**src/rtl/fetch_pkg.sv**
```systemverilog
// Shared types and defaults for the instruction fetch front end.
package fetch_pkg;

    localparam int FETCH_ADDR_W = 8;
    localparam int FETCH_INST_W = 32;

    // Fetch FSM: HALT issues nothing, STREAM issues whenever there is room.
    typedef enum logic [0:0] {
        HALT   = 1'b0,
        STREAM = 1'b1
    } fetch_state_t;

    // One prefetch queue entry at the default widths.
    typedef struct packed {
        logic [FETCH_ADDR_W-1:0] pc;
        logic [FETCH_INST_W-1:0] inst;
    } fetch_entry_t;

endpackage

```
**src/rtl/fetch_fifo.sv**
```systemverilog
// Circular prefetch buffer of {pc, inst} entries. Flush wins over push;
// a pop together with a flush leaves the buffer empty. DEPTH must be a
// power of two so the pointers wrap by natural overflow.
module fetch_fifo
    import fetch_pkg::*;
#(
    parameter int  DEPTH   = 2,
    parameter type entry_t = fetch_entry_t
) (
    input  logic                         clk,
    input  logic                         rst_n,
    input  logic                         push_i,
    input  entry_t                       push_data_i,
    input  logic                         pop_i,
    input  logic                         flush_i,
    output entry_t                       head_o,
    output logic [$clog2(DEPTH+1)-1:0]   count_o
);

    localparam int PTR_W = $clog2(DEPTH);
    localparam int CNT_W = $clog2(DEPTH+1);

    entry_t           mem_q [DEPTH];
    logic [PTR_W-1:0] rd_ptr_q, rd_ptr_d;
    logic [PTR_W-1:0] wr_ptr_q, wr_ptr_d;
    logic [CNT_W-1:0] count_q, count_d;
    logic             do_pop_s;
    logic             do_push_s;

    // A pop frees a slot in the same cycle, so push into a full buffer is fine then.
    always_comb begin
        do_pop_s  = pop_i & (count_q != {CNT_W{1'b0}});
        do_push_s = push_i & ((count_q != CNT_W'(DEPTH)) | do_pop_s);
    end

    // Next pointer / occupancy; a flush clears everything regardless of push/pop.
    always_comb begin
        rd_ptr_d = rd_ptr_q;
        wr_ptr_d = wr_ptr_q;
        count_d  = count_q;
        if (flush_i) begin
            rd_ptr_d = {PTR_W{1'b0}};
            wr_ptr_d = {PTR_W{1'b0}};
            count_d  = {CNT_W{1'b0}};
        end else begin
            if (do_pop_s) begin
                rd_ptr_d = rd_ptr_q + PTR_W'(1'b1);
            end else begin
                rd_ptr_d = rd_ptr_q;
            end
            if (do_push_s) begin
                wr_ptr_d = wr_ptr_q + PTR_W'(1'b1);
            end else begin
                wr_ptr_d = wr_ptr_q;
            end
            case ({do_push_s, do_pop_s})
                2'b10:   count_d = count_q + CNT_W'(1'b1);
                2'b01:   count_d = count_q - CNT_W'(1'b1);
                default: count_d = count_q;
            endcase
        end
    end

    // Pointer and occupancy registers.
    always_ff @(posedge clk or negedge rst_n) begin
        if (!rst_n) begin
            rd_ptr_q <= {PTR_W{1'b0}};
            wr_ptr_q <= {PTR_W{1'b0}};
            count_q  <= {CNT_W{1'b0}};
        end else begin
            rd_ptr_q <= rd_ptr_d;
            wr_ptr_q <= wr_ptr_d;
            count_q  <= count_d;
        end
    end

    // Entry storage; cleared on reset so the head reads as zero when empty.
    always_ff @(posedge clk or negedge rst_n) begin
        if (!rst_n) begin
            for (int i = 0; i < DEPTH; i++) begin
                mem_q[i] <= '0;
            end
        end else if (do_push_s && !flush_i) begin
            mem_q[wr_ptr_q] <= push_data_i;
        end
    end

    assign head_o  = mem_q[rd_ptr_q];
    assign count_o = count_q;

endmodule

```
**src/rtl/fetch_unit.sv**
```systemverilog
// Instruction fetch front end: owns the fetch PC, issues single-cycle
// instruction-memory reads, and queues returned words for decode.
// Redirects flush the queue and drop any read still in flight.
module fetch_unit
    import fetch_pkg::*;
#(
    parameter int ADDR_W = FETCH_ADDR_W,
    parameter int INST_W = FETCH_INST_W,
    parameter int DEPTH  = 2
) (
    input  logic              clk,
    input  logic              rst_n,
    input  logic              fetch_en,
    output logic              imem_req,
    output logic [ADDR_W-1:0] imem_addr,
    input  logic [INST_W-1:0] imem_rdata,
    output logic              inst_valid,
    output logic [INST_W-1:0] inst_data,
    output logic [ADDR_W-1:0] inst_pc,
    input  logic              inst_ready,
    input  logic              redirect_valid,
    input  logic [ADDR_W-1:0] redirect_pc
);

    localparam int CNT_W = $clog2(DEPTH+1);

    typedef struct packed {
        logic [ADDR_W-1:0] pc;
        logic [INST_W-1:0] inst;
    } entry_t;

    fetch_state_t      state_q, state_d;
    logic [ADDR_W-1:0] fetch_pc_q, fetch_pc_d;
    logic [ADDR_W-1:0] inflight_pc_q, inflight_pc_d;
    logic              inflight_q, inflight_d;
    logic              squash_q, squash_d;

    logic              pop_s;
    logic              push_s;
    logic              issue_s;
    logic [CNT_W-1:0]  count_s;
    logic [CNT_W:0]    pending_s;
    entry_t            push_entry_s;
    entry_t            head_s;

    fetch_fifo #(
        .DEPTH   (DEPTH),
        .entry_t (entry_t)
    ) u_fifo (
        .clk         (clk),
        .rst_n       (rst_n),
        .push_i      (push_s),
        .push_data_i (push_entry_s),
        .pop_i       (pop_s),
        .flush_i     (redirect_valid),
        .head_o      (head_s),
        .count_o     (count_s)
    );

    // Handshake, response capture and issue decision. The slot count includes
    // the read in flight, and a pop this cycle frees a slot for a new read.
    always_comb begin
        pop_s             = (count_s != {CNT_W{1'b0}}) & inst_ready;
        push_s            = inflight_q & ~squash_q;
        push_entry_s.pc   = inflight_pc_q;
        push_entry_s.inst = imem_rdata;
        pending_s         = {1'b0, count_s}
                          + (CNT_W+1)'(inflight_q)
                          - (CNT_W+1)'(pop_s);
        issue_s           = (state_q == STREAM) & fetch_en & ~redirect_valid
                          & (pending_s < (CNT_W+1)'(DEPTH));
    end

    // FSM next state: fetch_en alone moves between HALT and STREAM.
    always_comb begin
        state_d = state_q;
        case (state_q)
            HALT: begin
                if (fetch_en) begin
                    state_d = STREAM;
                end else begin
                    state_d = HALT;
                end
            end
            STREAM: begin
                if (!fetch_en) begin
                    state_d = HALT;
                end else begin
                    state_d = STREAM;
                end
            end
            default: state_d = HALT;
        endcase
    end

    // Fetch PC, in-flight and squash tracking.
    always_comb begin
        fetch_pc_d    = fetch_pc_q;
        inflight_d    = inflight_q;
        inflight_pc_d = inflight_pc_q;
        squash_d      = squash_q;

        if (redirect_valid) begin
            fetch_pc_d = redirect_pc;
        end else if (issue_s) begin
            fetch_pc_d = fetch_pc_q + ADDR_W'(1'b1);
        end else begin
            fetch_pc_d = fetch_pc_q;
        end

        // A response always returns the cycle after its request, so any
        // outstanding read retires this cycle unless a new one replaces it.
        if (issue_s) begin
            inflight_d    = 1'b1;
            inflight_pc_d = fetch_pc_q;
        end else if (inflight_q) begin
            inflight_d    = 1'b0;
        end else begin
            inflight_d    = inflight_q;
        end

        // A read that outlives a redirect must be dropped when it returns;
        // one returning during the redirect is discarded by the flush itself.
        if (redirect_valid && inflight_d) begin
            squash_d = 1'b1;
        end else if (inflight_q) begin
            squash_d = 1'b0;
        end else begin
            squash_d = squash_q;
        end
    end

    // State registers with asynchronous reset.
    always_ff @(posedge clk or negedge rst_n) begin
        if (!rst_n) begin
            state_q       <= HALT;
            fetch_pc_q    <= {ADDR_W{1'b0}};
            inflight_pc_q <= {ADDR_W{1'b0}};
            inflight_q    <= 1'b0;
            squash_q      <= 1'b0;
        end else begin
            state_q       <= state_d;
            fetch_pc_q    <= fetch_pc_d;
            inflight_pc_q <= inflight_pc_d;
            inflight_q    <= inflight_d;
            squash_q      <= squash_d;
        end
    end

    assign imem_req   = issue_s;
    assign imem_addr  = fetch_pc_q;
    assign inst_valid = (count_s != {CNT_W{1'b0}});
    assign inst_data  = head_s.inst;
    assign inst_pc    = head_s.pc;

endmodule

```
**config.mk**
```make
export PLATFORM = sky130hd
export DESIGN_NAME = fetch_unit
export DESIGN_NICKNAME = d
export VERILOG_FILES = /design/src/rtl/fetch_pkg.sv /design/src/rtl/fetch_fifo.sv /design/src/rtl/fetch_unit.sv
export SDC_FILE = /design/constraint.sdc
export NUM_CORES = 1
export LEC_CHECK = 0
export ABC_AREA = 1
export CORE_AREA = 2 2 105 107
export CTS_CLUSTER_SIZE = 28
export DETAILED_ROUTE_END_ITERATION = 6
export DIE_AREA = 0 0 107 109
export MAX_ROUTING_LAYER = met4
export PLACE_DENSITY = 0.75
export SLEW_MARGIN = 10
export SYNTH_ARGS = -nofsm -noshare
export SYNTH_HDL_FRONTEND = slang
export SYNTH_SLANG_ARGS = --single-unit
```
**constraint.sdc**
```tcl
create_clock -name clk -period 2.8 [get_ports clk]
set_input_delay 0.56 -clock clk [delete_from_list [all_inputs] [get_ports clk]]
set_output_delay 0.56 -clock clk [all_outputs]
set_load 0.01 [all_outputs]
```
==> impl_metrics.json <==
{
  "cap_viol_max_count": 0,
  "cts_buffers": 9,
  "power_density_nw_per_um2": 741,
  "synth-edff-count": 0,
  "ctsHoldBuffers": 0,
  "num_io_pins": 95,
  "startpoint_type": "flip-flop",
  "antenna_left": 0,
  "synth_top_area_share_pct": 53.6,
  "grt_max_degree": 81,
  "worst_ep_required_time_ps": 2240,
  "vias_per_cell": 4.89,
  "cpMaxStageDelayCell": "fa_1",
  "skew_ps": 10.5,
  "layout_commonest_cell": "nand2_1",
  "syn_to_final_growth_pct": 27.4,
  "dp_cells": 802,
  "track_usage_pct": 19.2,
  "syn_area_um2": 4810,
  "dp_hpwl_mm": 6.80,
  "vias": 4010,
  "crit_path_max_incr_delay_ps": 500,
  "initial_core_util_pct": 45.4,
  "crit_chain": "o21ai_2 > inv_1 > ha_1 > or2_4 > fa_1 > nand4_1 > nor2_4 > buf_6",
  "setup_ws_ps": -126,
  "num-nets-final": 723,
  "die_area_um2": 11700,
  "drive_above_1_share_pct": 9.85,
  "layout_common_cells": "nand2_1, dfrtp_1, clkdlybuf4s50_1",
  "crit_type": "flip-flop to output port",
  "setup_viol": 1,
  "slew_viol_final": 0,
  "violations": "negative setup slack",
  "drt_pass1_iterations": 5,
  "wirelength_mm": 10.3,
  "core_area_um2": 10600,
  "antenna_found_initial": 0,
  "irDropWorstVdd_uv": 330,
  "rsz0062_at_grt": "true",
  "end_kind": "output port",
  "ys_seq_area_share_pct": 53.6,
  "syn_nets": 630,
  "ys_types": 28,
  "first_global_vias": 3769,
  "syn_avg_cell_area_um2": 8.27,
  "status": "finished, violations left",
  "p_leak_nw": 3.05,
  "gp_congestion": 0.791,
  "critPathArrivalTime_ps": 2370,
  "hold_viol_final": 0,
  "yosys.area.top_type": "dfrtp_1",
  "synthCells": 582,
  "fp.dieH_um": 109,
  "p_total_mw": 4.54,
  "ys_seq_elements": 103,
  "num_rows": 38,
  "clock_latency_ps": 360,
  "crit_start": "u_fifo.count_o[0]",
  "grt_pass1_wl_mm": 17.4,
  "max_slew.worst_pin.slew_ps": 703,
  "drt_iter0_drc": 239,
  "overflow": 0,
  "worstPathMaxFanout": 2,
  "async_reset_ff_share_pct": 100,
  "r2r-start": "u_fifo.count_o[0]",
  "period_needed_ps": 2930,
  "root_buffer": "clkbuf_8",
  "wl_per_cell_um": 12.6,
  "slew-limit-headroom_pct": 53.1,
  "synth-warning-count": 0,
  "drc": 0,
  "setup_tns_ps": -126,
  "period_share_pct": 104,
  "r2r_slack_ps": 390,
  "synth_ff_type": "dfrtp_1",
  "cts_tree": "yes",
  "synth_area_leaders": "dfrtp_1, nand2_1, o21ai_0",
  "max_freq_mhz": 342,
  "htreeDepth": 3,
  "fin_cells": 820,
  "die_w_um": 107,
  "n_antenna_cell": 0,
  "clkTransAtPathRegs_ps": 90,
  "port-buffer-count": 94,
  "hp-class": "primary input to asynchronous set/reset pin",
  "clockBufferDepth": 2,
  "cts_sinks": 103
}
[report_power, final]
group | internal [mW] | switching [mW] | leakage (nW) | total (mW)
Combinational | 0.772 | 0.722 | 1.60 | 1.49
Clock | 0.506 | 0.485 | 0.104 | 0.991
Sequential | 1.85 | 0.204 | 1.35 | 2.06
[final timing paths]
check	end	depth (start not counted)
worst min-delay path	u_fifo.mem_q[43]	1
worst max-delay path	imem_req	8
max in group asynchronous	u_fifo.mem_q[74]	2
min in group clk	squash_q	1
worst min register to register	squash_q	1
worst max register to register	inflight_pc_q[3]	10
[worst max-delay path, delay by kind of cell (launching register included)]
kind / cells / cell delay, ps
and+or+nand+nor: 3 / 500
DFF: 1 / 400
AOI/OAI and AO/OA: 1 / 160
buffers and inverters: 2 / 170
adders and majority gates: 2 / 770
[timing repair]
item	CTS	global route
gates resized for setup	8	0
setup endpoints to repair	1	1
setup buffers	1	1
pin swaps	6	4
[sequential cells by signal, indices dropped and copies added (netlist names)]
| signal | cells |
|---|---|
| u_fifo.mem_q | 80 |
| imem_addr | 8 |
| inflight_pc_q | 8 |
| u_fifo.count_o | 2 |
| inflight_q | 1 |
| squash_q | 1 |
| state_q | 1 |
| u_fifo.rd_ptr_q | 1 |
| u_fifo.wr_ptr_q | 1 |
[logic make-up (layout without fill, tap and decap cells)]
family                     after synthesis  count (layout)  synth area share, %
AOI/OAI and AO/OA                       96              96                 11.3
DFF                                    103             103                 53.6
buffers and inverters                   88             186                 8.68
and+or+nand+nor                        290             290                 25.2
xor gates and xnor gates                 2               2                0.364
adders and majority gates                3               3                0.936
[cell usage after synthesis (3+ instances only)]
cell / number
buf_6: 8
nand4_1: 5
nand2_1: 246
clkbuf_1: 10
inv_1: 52
clkbuf_2: 5
nor2_1: 8
inv_2: 6
o21ai_1: 32
buf_2: 5
nand3_1: 20
o21ai_0: 46
o21ai_2: 15
nand3_2: 3
dfrtp_1: 103
[area by class of cell]
cell class	instances	area, um^2
clock buffers	11	131
well taps	140	175
fillers	942	4470
inverters	58	218
multi-input cells	391	1820
flip-flops and latches	103	2580
repair buffers	112	1120
clock inverters	5	81.3
[per-layer routing]
| layer | vias up | global-route usage (%) | part of all wire (%) |
|---|---|---|---|
| met1 | 1900 | 25.1 | 46 |
| met5 | - | - | 0 |
| met4 | 0 | 6.77 | 1.3 |
| met3 | 12 | 2.57 | 4.0 |
| li1 | 1996 | - | - |
| met2 | 102 | 31.2 | 48 |
[stage by stage]
stage | hold WS [ps] | utilization (%) | cell area, um^2 | worst slack, ps
after floorplan | 264 | - | 4810 | 21.8
after CTS | 247 | 57.7 | 6120 | -213
final | 238 | 57.8 | 6130 | -126
after global routing | 275 | 57.8 | 6130 | -257
after detailed placement | 450 | 55.6 | 5900 | -876
after global placement | 451 | 55.6 | 5900 | -832
Note: power is estimated with default switching activity, not from simulation.
